File: config.mk
export PLATFORM = sky130hd
export DESIGN_NAME = bam_seq_divider
export DESIGN_NICKNAME = d
export VERILOG_FILES = /design/src/rtl/bam_div_pkg.sv /design/src/rtl/div_restore_cell.sv /design/src/rtl/bam_seq_divider.sv
export SDC_FILE = /design/constraint.sdc
export NUM_CORES = 1
export LEC_CHECK = 0
export CAP_MARGIN = 20
export CORE_MARGIN = 2
export CORE_UTILIZATION = 53
export DETAILED_ROUTE_END_ITERATION = 8
export GPL_TIMING_DRIVEN = 0
export PLACE_DENSITY = 0.81
export SLEW_MARGIN = 40
export SYNTH_ARGS = -nofsm -noshare
export SYNTH_HDL_FRONTEND = slang
export SYNTH_SLANG_ARGS = --single-unit
File: constraint.sdc
create_clock -name clk -period 2.39 [get_ports clk]
set_clock_uncertainty 0.15 [all_clocks]
set_input_delay 0.3585 -clock clk [delete_from_list [all_inputs] [get_ports clk]]
set_output_delay 0.3585 -clock clk [all_outputs]
set_load 0.1 [all_outputs]
File: src/rtl/bam_div_pkg.sv
// Shared types and helpers for the BAM sequential divider and its companion
// multiplier models.
package bam_div_pkg;

  localparam int unsigned DEFAULT_WIDTH = 8;
  localparam int unsigned MASK_MAX_W    = 64;

  typedef enum logic [1:0] {
    IDLE = 2'd0,
    CALC = 2'd1,
    DONE = 2'd2
  } state_t;

  // Keep-mask for operand LSBs at or above the break level, limited to width bits.
  function automatic logic [MASK_MAX_W-1:0] vbl_mask(input int unsigned width,
                                                      input int unsigned vbl);
    logic [MASK_MAX_W-1:0] m;
    m = '0;
    for (int unsigned i = 0; i < MASK_MAX_W; i++) begin
      m[i] = (i >= vbl) && (i < width);
    end
    return m;
  endfunction

endpackage

File: src/rtl/div_restore_cell.sv
// One restoring-division step: shift in the next dividend bit and subtract the
// divisor when the partial remainder allows it.
module div_restore_cell
  import bam_div_pkg::*;
#(
  parameter int unsigned WIDTH = DEFAULT_WIDTH
) (
  input  logic [WIDTH-1:0] rem,
  input  logic             qbit,
  input  logic [WIDTH-1:0] divisor,
  output logic [WIDTH-1:0] rem_n,
  output logic             qbit_out
);

  logic [WIDTH:0]   trial;
  logic [WIDTH-1:0] diff;

  // The difference is below the divisor whenever it is taken, so WIDTH bits suffice.
  always_comb begin
    trial    = {rem, qbit};
    diff     = trial[WIDTH-1:0] - divisor;
    qbit_out = (trial >= {1'b0, divisor});
    rem_n    = qbit_out ? diff : trial[WIDTH-1:0];
  end

endmodule

File: src/rtl/bam_seq_divider.sv
// Iterative restoring divider, one quotient bit per clock, with optional
// dividend LSB truncation below the break level VBL.
module bam_seq_divider
  import bam_div_pkg::*;
#(
  parameter int unsigned WIDTH = DEFAULT_WIDTH,
  parameter int unsigned VBL   = 0
) (
  input  logic             clk,
  input  logic             rst,
  input  logic             in_valid,
  output logic             in_ready,
  input  logic [WIDTH-1:0] dividend,
  input  logic [WIDTH-1:0] divisor,
  output logic             out_valid,
  input  logic             out_ready,
  output logic [WIDTH-1:0] quotient,
  output logic [WIDTH-1:0] remainder,
  output logic             div_by_zero
);

  localparam int unsigned CNT_W = (WIDTH > 1) ? $clog2(WIDTH) : 1;
  localparam logic [WIDTH-1:0] KEEP_MASK = WIDTH'(vbl_mask(WIDTH, VBL));

  if (VBL >= WIDTH) begin : g_bad_vbl
    $error("bam_seq_divider: VBL must be below WIDTH");
  end
  if (WIDTH < 2) begin : g_bad_width
    $error("bam_seq_divider: WIDTH must be at least 2");
  end

  state_t state_q, state_d;

  logic [CNT_W-1:0] cnt_q;
  logic [WIDTH-1:0] rem_q;
  logic [WIDTH-1:0] q_q;
  logic [WIDTH-1:0] d_q;
  logic             dz_q;

  logic             accept_c;
  logic             step_c;
  logic             finish_c;
  logic [WIDTH-1:0] rem_next_c;
  logic             qbit_c;
  logic [WIDTH-1:0] q_shift_c;

  // State register
  always_ff @(posedge clk) begin
    if (rst) state_q <= IDLE;
    else     state_q <= state_d;
  end

  // Next-state logic
  always_comb begin
    state_d = state_q;
    case (state_q)
      IDLE:    if (in_valid)      state_d = CALC;
      CALC:    if (cnt_q == '0)   state_d = DONE;
      DONE:    if (out_ready)     state_d = IDLE;
      default:                    state_d = IDLE;
    endcase
  end

  // Datapath controls decoded from the current state
  always_comb begin
    accept_c = 1'b0;
    step_c   = 1'b0;
    finish_c = 1'b0;
    case (state_q)
      IDLE: accept_c = in_valid;
      CALC: begin
        step_c   = 1'b1;
        finish_c = (cnt_q == '0);
      end
      default: ;
    endcase
  end

  div_restore_cell #(.WIDTH(WIDTH)) u_cell (
    .rem      (rem_q),
    .qbit     (q_q[WIDTH-1]),
    .divisor  (d_q),
    .rem_n    (rem_next_c),
    .qbit_out (qbit_c)
  );

  assign q_shift_c = {q_q[WIDTH-2:0], qbit_c};

  // Working registers: q doubles as the dividend shifter and the quotient accumulator
  always_ff @(posedge clk) begin
    if (rst) begin
      cnt_q <= '0;
      rem_q <= '0;
      q_q   <= '0;
      d_q   <= '0;
      dz_q  <= 1'b0;
    end else if (accept_c) begin
      cnt_q <= CNT_W'(WIDTH - 1);
      rem_q <= '0;
      q_q   <= dividend & KEEP_MASK;
      d_q   <= divisor;
      dz_q  <= (divisor == '0);
    end else if (step_c) begin
      cnt_q <= cnt_q - CNT_W'(1);
      rem_q <= rem_next_c;
      q_q   <= q_shift_c;
    end
  end

  // Handshake flags track the next state; results update only when the last step lands
  always_ff @(posedge clk) begin
    if (rst) begin
      in_ready    <= 1'b1;
      out_valid   <= 1'b0;
      quotient    <= '0;
      remainder   <= '0;
      div_by_zero <= 1'b0;
    end else begin
      in_ready  <= (state_d == IDLE);
      out_valid <= (state_d == DONE);
      if (finish_c) begin
        quotient    <= q_shift_c;
        remainder   <= rem_next_c;
        div_by_zero <= dz_q;
      end
    end
  end

endmodule
[Word level (Yosys, flattened, before mapping)]
Cells that the tools add are included.
Widths: inputs -> output; s select.
Word-level totals
  register bits: 49
  input bits: 20
  logic and storage cells: 35
Operators by class
  add/sub/neg operators: 2
  order comparisons: 1
  reduce and logical (&&, ||, !) cells: 6
  multiplexer cells: 12
  equal/unequal tests: 3
Operators by type and width (count)
  $mux 8: 3
  $ge 9x8->1: 1
  $logic_not 8->1: 1
  $sub 8x8->8: 1
  $mux 2: 3
  $mux 3: 2
  $pmux 2 s3: 1
  $eq 2x2->1 const B: 2
  $logic_not 2->1: 2
  $logic_not 3->1: 1
  $mux 1: 3
  $sub 3x1->3 const B: 1
  $eq 2x1->1 const B: 1
  $reduce_bool 2->1: 1
  $reduce_or 2->1: 1

[Depth between registers and ports, before layout]
  depth after elaboration: 4
  gate-level depth with buffers: 9
  mapped depth without buffers: 9

[By module]
Synthesis repeated with hierarchy kept, for this count alone.
Unflattened totals
  cells, all modules: 286
  area, all modules: 2401.1 sq um
By module, submodules not included
  bam_seq_divider: seq. area each 980.9 sq um, cells each 217, area an instance 1880.6 sq um, times used 1
  div_restore_cell: seq. area each 0.0 sq um, cells each 69, area an instance 520.5 sq um, times used 1

[Worst setup path after synthesis]
Ideal clock, no wire load.
  path kind: reg2reg
  start point: register d_q[4]
  end point: register remainder[7]
  buffers on the path: 0
  setup slack: 0.363 ns
  stages on the path, launching flop included: 9
  clock period less this slack: 2.027 ns
  arrival time: 1.797 ns
  path through: dfxtp_1 -> inv_1 -> ha_1 -> nand3_1 -> a21oi_1 -> a21o_4 -> nor2_8 -> o41a_1 -> a211oi_2
Between the ends
  cells in the longest elaborated chain, start to end: 2
  elaborated cells between the ends (all ways): 3
RTL lines
  start: declaration: line bam_seq_divider.sv:37  | logic [WIDTH-1:0] d_q;
  start signal: assignment: line bam_seq_divider.sv:101  | d_q <= divisor;
  $sub 8x8->8 or $ge 9x8->1 (tied branches): line div_restore_cell.sv:21, div_restore_cell.sv:22
  $mux 8 *: line div_restore_cell.sv:23  | rem_n = qbit_out ? diff : trial[WIDTH-1:0];
  end signal: assignment: line bam_seq_divider.sv:123  | remainder <= rem_next_c;
  end: declaration: line bam_seq_divider.sv:18  | output logic [WIDTH-1:0] remainder,
Every way passes the cells marked *; elsewhere a longest branch is shown, timed or not.
A chain may end at the register's enable or synchronous reset.

[Worst setup path after layout]
  start point: register d_q[6]
  end point: register rem_q[3]
Between the ends
  cells in the longest elaborated chain, start to end: 2
RTL lines
  $ge 9x8->1: line div_restore_cell.sv:22  | qbit_out = (trial >= {1'b0, divisor});
  $mux 8: line div_restore_cell.sv:23
  end signal: assignment: line bam_seq_divider.sv:105  | rem_q <= rem_next_c;
  end: declaration: line bam_seq_divider.sv:35  | logic [WIDTH-1:0] rem_q;
Every way passes these cells.

==> impl_metrics.toml <==
[clock_network]
path_clk_slew_ns = 0.10
numClockSinks = 49
cts-root-to-sink-buffers = 2
clk_latency_ns = 0.31
cts_tree = "built"
cts.repair.resized = 0
cts_buffers = 5
holdBufCountCts = 0
root_buffer = "clkbuf_8"
cts_max_level = 2
post_cts_buffers = 0

[sta]
tightest_slew_ns = 0.5259
setup_violations = 0
layout_min_cycle_time_ns = 2.279
maxSlewViolCount = 0
hold_viol_final = 0
period_share_pct = 95.33
rsz0062_at_grt = "yes"
slew_headroom_pct = 64.94
tns_ns = 0
hold_ws_ns = 0.1377
max_freq_mhz = 438.9

[global_route]
grt_pass1_vias = 1980
grt_max_degree = 18
antenna_found_initial = 0
grt_pass1_wl_mm = 9.211
globalRouteTotalUtil_pct = 23.02
grt_overflow = 0

[critical_path]
start_kind = "flop"
arrival_ns = 2.32
path_cells = "inv_1, ha_1, a21oi_1, nor2b_1, or3_4, nor2_8, mux2i_2, a21oi_1"
critical-path-top-delay-family = "simple AND/OR/NAND/NOR gates"
required_ns = 2.43
critical_path_class = "reg2reg"
path_max_fanout = 8
cp_num_buf_inv = 1
cp_slowest_stage_delay_ns = 0.38
cp_common_cell = "a21oi_1"
end_kind = "flop"
reg2reg_from = "d_q[6]"
cp_slowest_cell = "or3_4"
cp-startpoint = "d_q[6]"

[finish]
num-nets-final = 363
final_layout_size_suffix_gt1_share_pct = 13.81
area_growth_pct = 20.04
antenna_cells = 0

[floorplanning]
core_um2 = 4324
rows = 24
die_x_um = 70.55
dieArea_um2 = 4977
fp.dieH_um = 70.55
initial_core_util_pct = 54.28
io_pins = 39

[drt]
routed_wl_mm = 5.413
drc_errors = 0
firstDrtPassIters = 4
ant_nets = 0
routed_via_density = 5.569
routed-via-count = 2144
drtIter0Drc = 140
wl_per_cell_um = 14.06

[worst_hold_path]
hold_path.class = "in2reg"
hold_start = "rst"

[synth]
synthCells = 288
synth_top_area_share_pct = 41.79
synthFlopType = "dfxtp_1"
synth_edf_count = 0
synth-seq-cells = 49
synth_common_cells = "nand2_1, dfxtp_1, a21oi_1"
synth_warnings = 0
post-synth-top-count-cell = "nand2_1"
synth_area_per_cell_um2 = 8.150
synth_top_cell_by_area = "dfxtp_1"
synthArstFlopShare_pct = 0
syn_nets = 319
seq_area_frac_synth_pct = 41.79
synth.distinct_cells = 37
synth_area_um2 = 2347
synth_area_leaders = "dfxtp_1, nand2_1, a21oi_1"

[power_and_ir_drop]
total_power_uw = 2266
power_density_nw_per_um2 = 804.3
irDropWorstVdd_uv = 437.2
p_leak_uw = 0.001092

[placement]
hpwlAfterDp_mm = 4.077
port_buffers = 37
gp_congestion = 0.8751

[run_status]
status = "complete, no violations"

[job]
cap_viol_max_count = 0
==> power breakdown <==
group	switching (µW)	internal, µW
Sequential	45.2	882
Combinational	523	295
Clock	308	213
==> final cells by class <==
cell class	instances	area, µm²
buffer	15	83.83
clock buffer	5	68.82
clock inverter	3	26.28
fill	396	1506
inverter	14	52.55
multi-input combinational	210	1265
sequential	49	980.9
tap	52	65.06
timing repair buffer	37	275.3
==> metal layers <==
metal | share of wire [%] | global-route usage (%) | routed length, µm
met5 | 0 | 0 | 0
met4 | 1.1 | 6.709 | 57
met3 | 5.5 | 3.989 | 297
met2 | 48 | 37.21 | 2584
met1 | 46 | 31.97 | 2474
==> state kept, by name (all words and copies together), names as in the netlist <==
register and count:
d_q 8, q_q 8, quotient 8, rem_q 8
remainder 8, cnt_q 3, state_q 2, div_by_zero 1
dz_q 1, in_ready 1, out_valid 1
==> cell families after synthesis <==
family | share of synthesized area (%)
and+or+nand+nor | 22.07
adders and majority gates | 6.183
AOI/OAI and AO/OA | 20.15
buffers and inverters | 5.810
muxes | 2.132
DFF | 41.79
xor gates and xnor gates | 1.866
==> path summary, 6_finish.rpt <==
| path | endpoint | slack, ns | cells past startpoint |
|---|---|---|---|
| worst max-delay path | rem_q[3] | 0.11 | 8 |
| worst min-delay path | in_ready | 0.14 | 2 |
| worst max register to register | rem_q[3] | 0.11 | 8 |
| worst min register to register | quotient[1] | 0.31 | 2 |
==> worst reg2reg max path, cell delays in order, from the launching register on <==
cell	delay (ns)
dfxtp_1	0.34
inv_1	0.04
ha_1	0.33
a21oi_1	0.17
nor2b_1	0.10
or3_4	0.38
nor2_8	0.23
mux2i_2	0.31
a21oi_1	0.10
==> cells in the final DEF, fill, tap and decap left out, drive strengths merged <==
cell / count
fa: 1
o41a: 1
clkbuf: 18
nand2b: 5
dfxtp: 49
nor3: 4
o22ai: 1
a211oi: 11
nor4: 2
buf: 21
o211ai: 2
clkdlybuf4s50: 18
nand2: 54
xnor2: 1
o21bai: 1
clkinvlp: 2
or2: 3
o21ai: 10
a311oi: 8
or3b: 1
ha: 10
mux2i: 5
xor2: 4
a22oi: 1
or3: 2
a21o: 2
and2: 1
inv: 15
nand3: 11
nor2b: 5
nor2: 26
a21oi: 38
==> per-stage QoR <==
stage,setup WS [ns],instances,utilization (%),area [µm²]
3_5_place_dp,0.06023,377,62.15,2688
3_3_place_gp,0.08559,377,64.35,2783
5_1_grt,-0.03983,385,65.16,2818
6_report,0.1115,385,65.16,2818
2_1_floorplan,0.3631,288,-,2347
4_1_cts,0.07910,385,64.35,2783
Power figures use the tool's default switching activity.
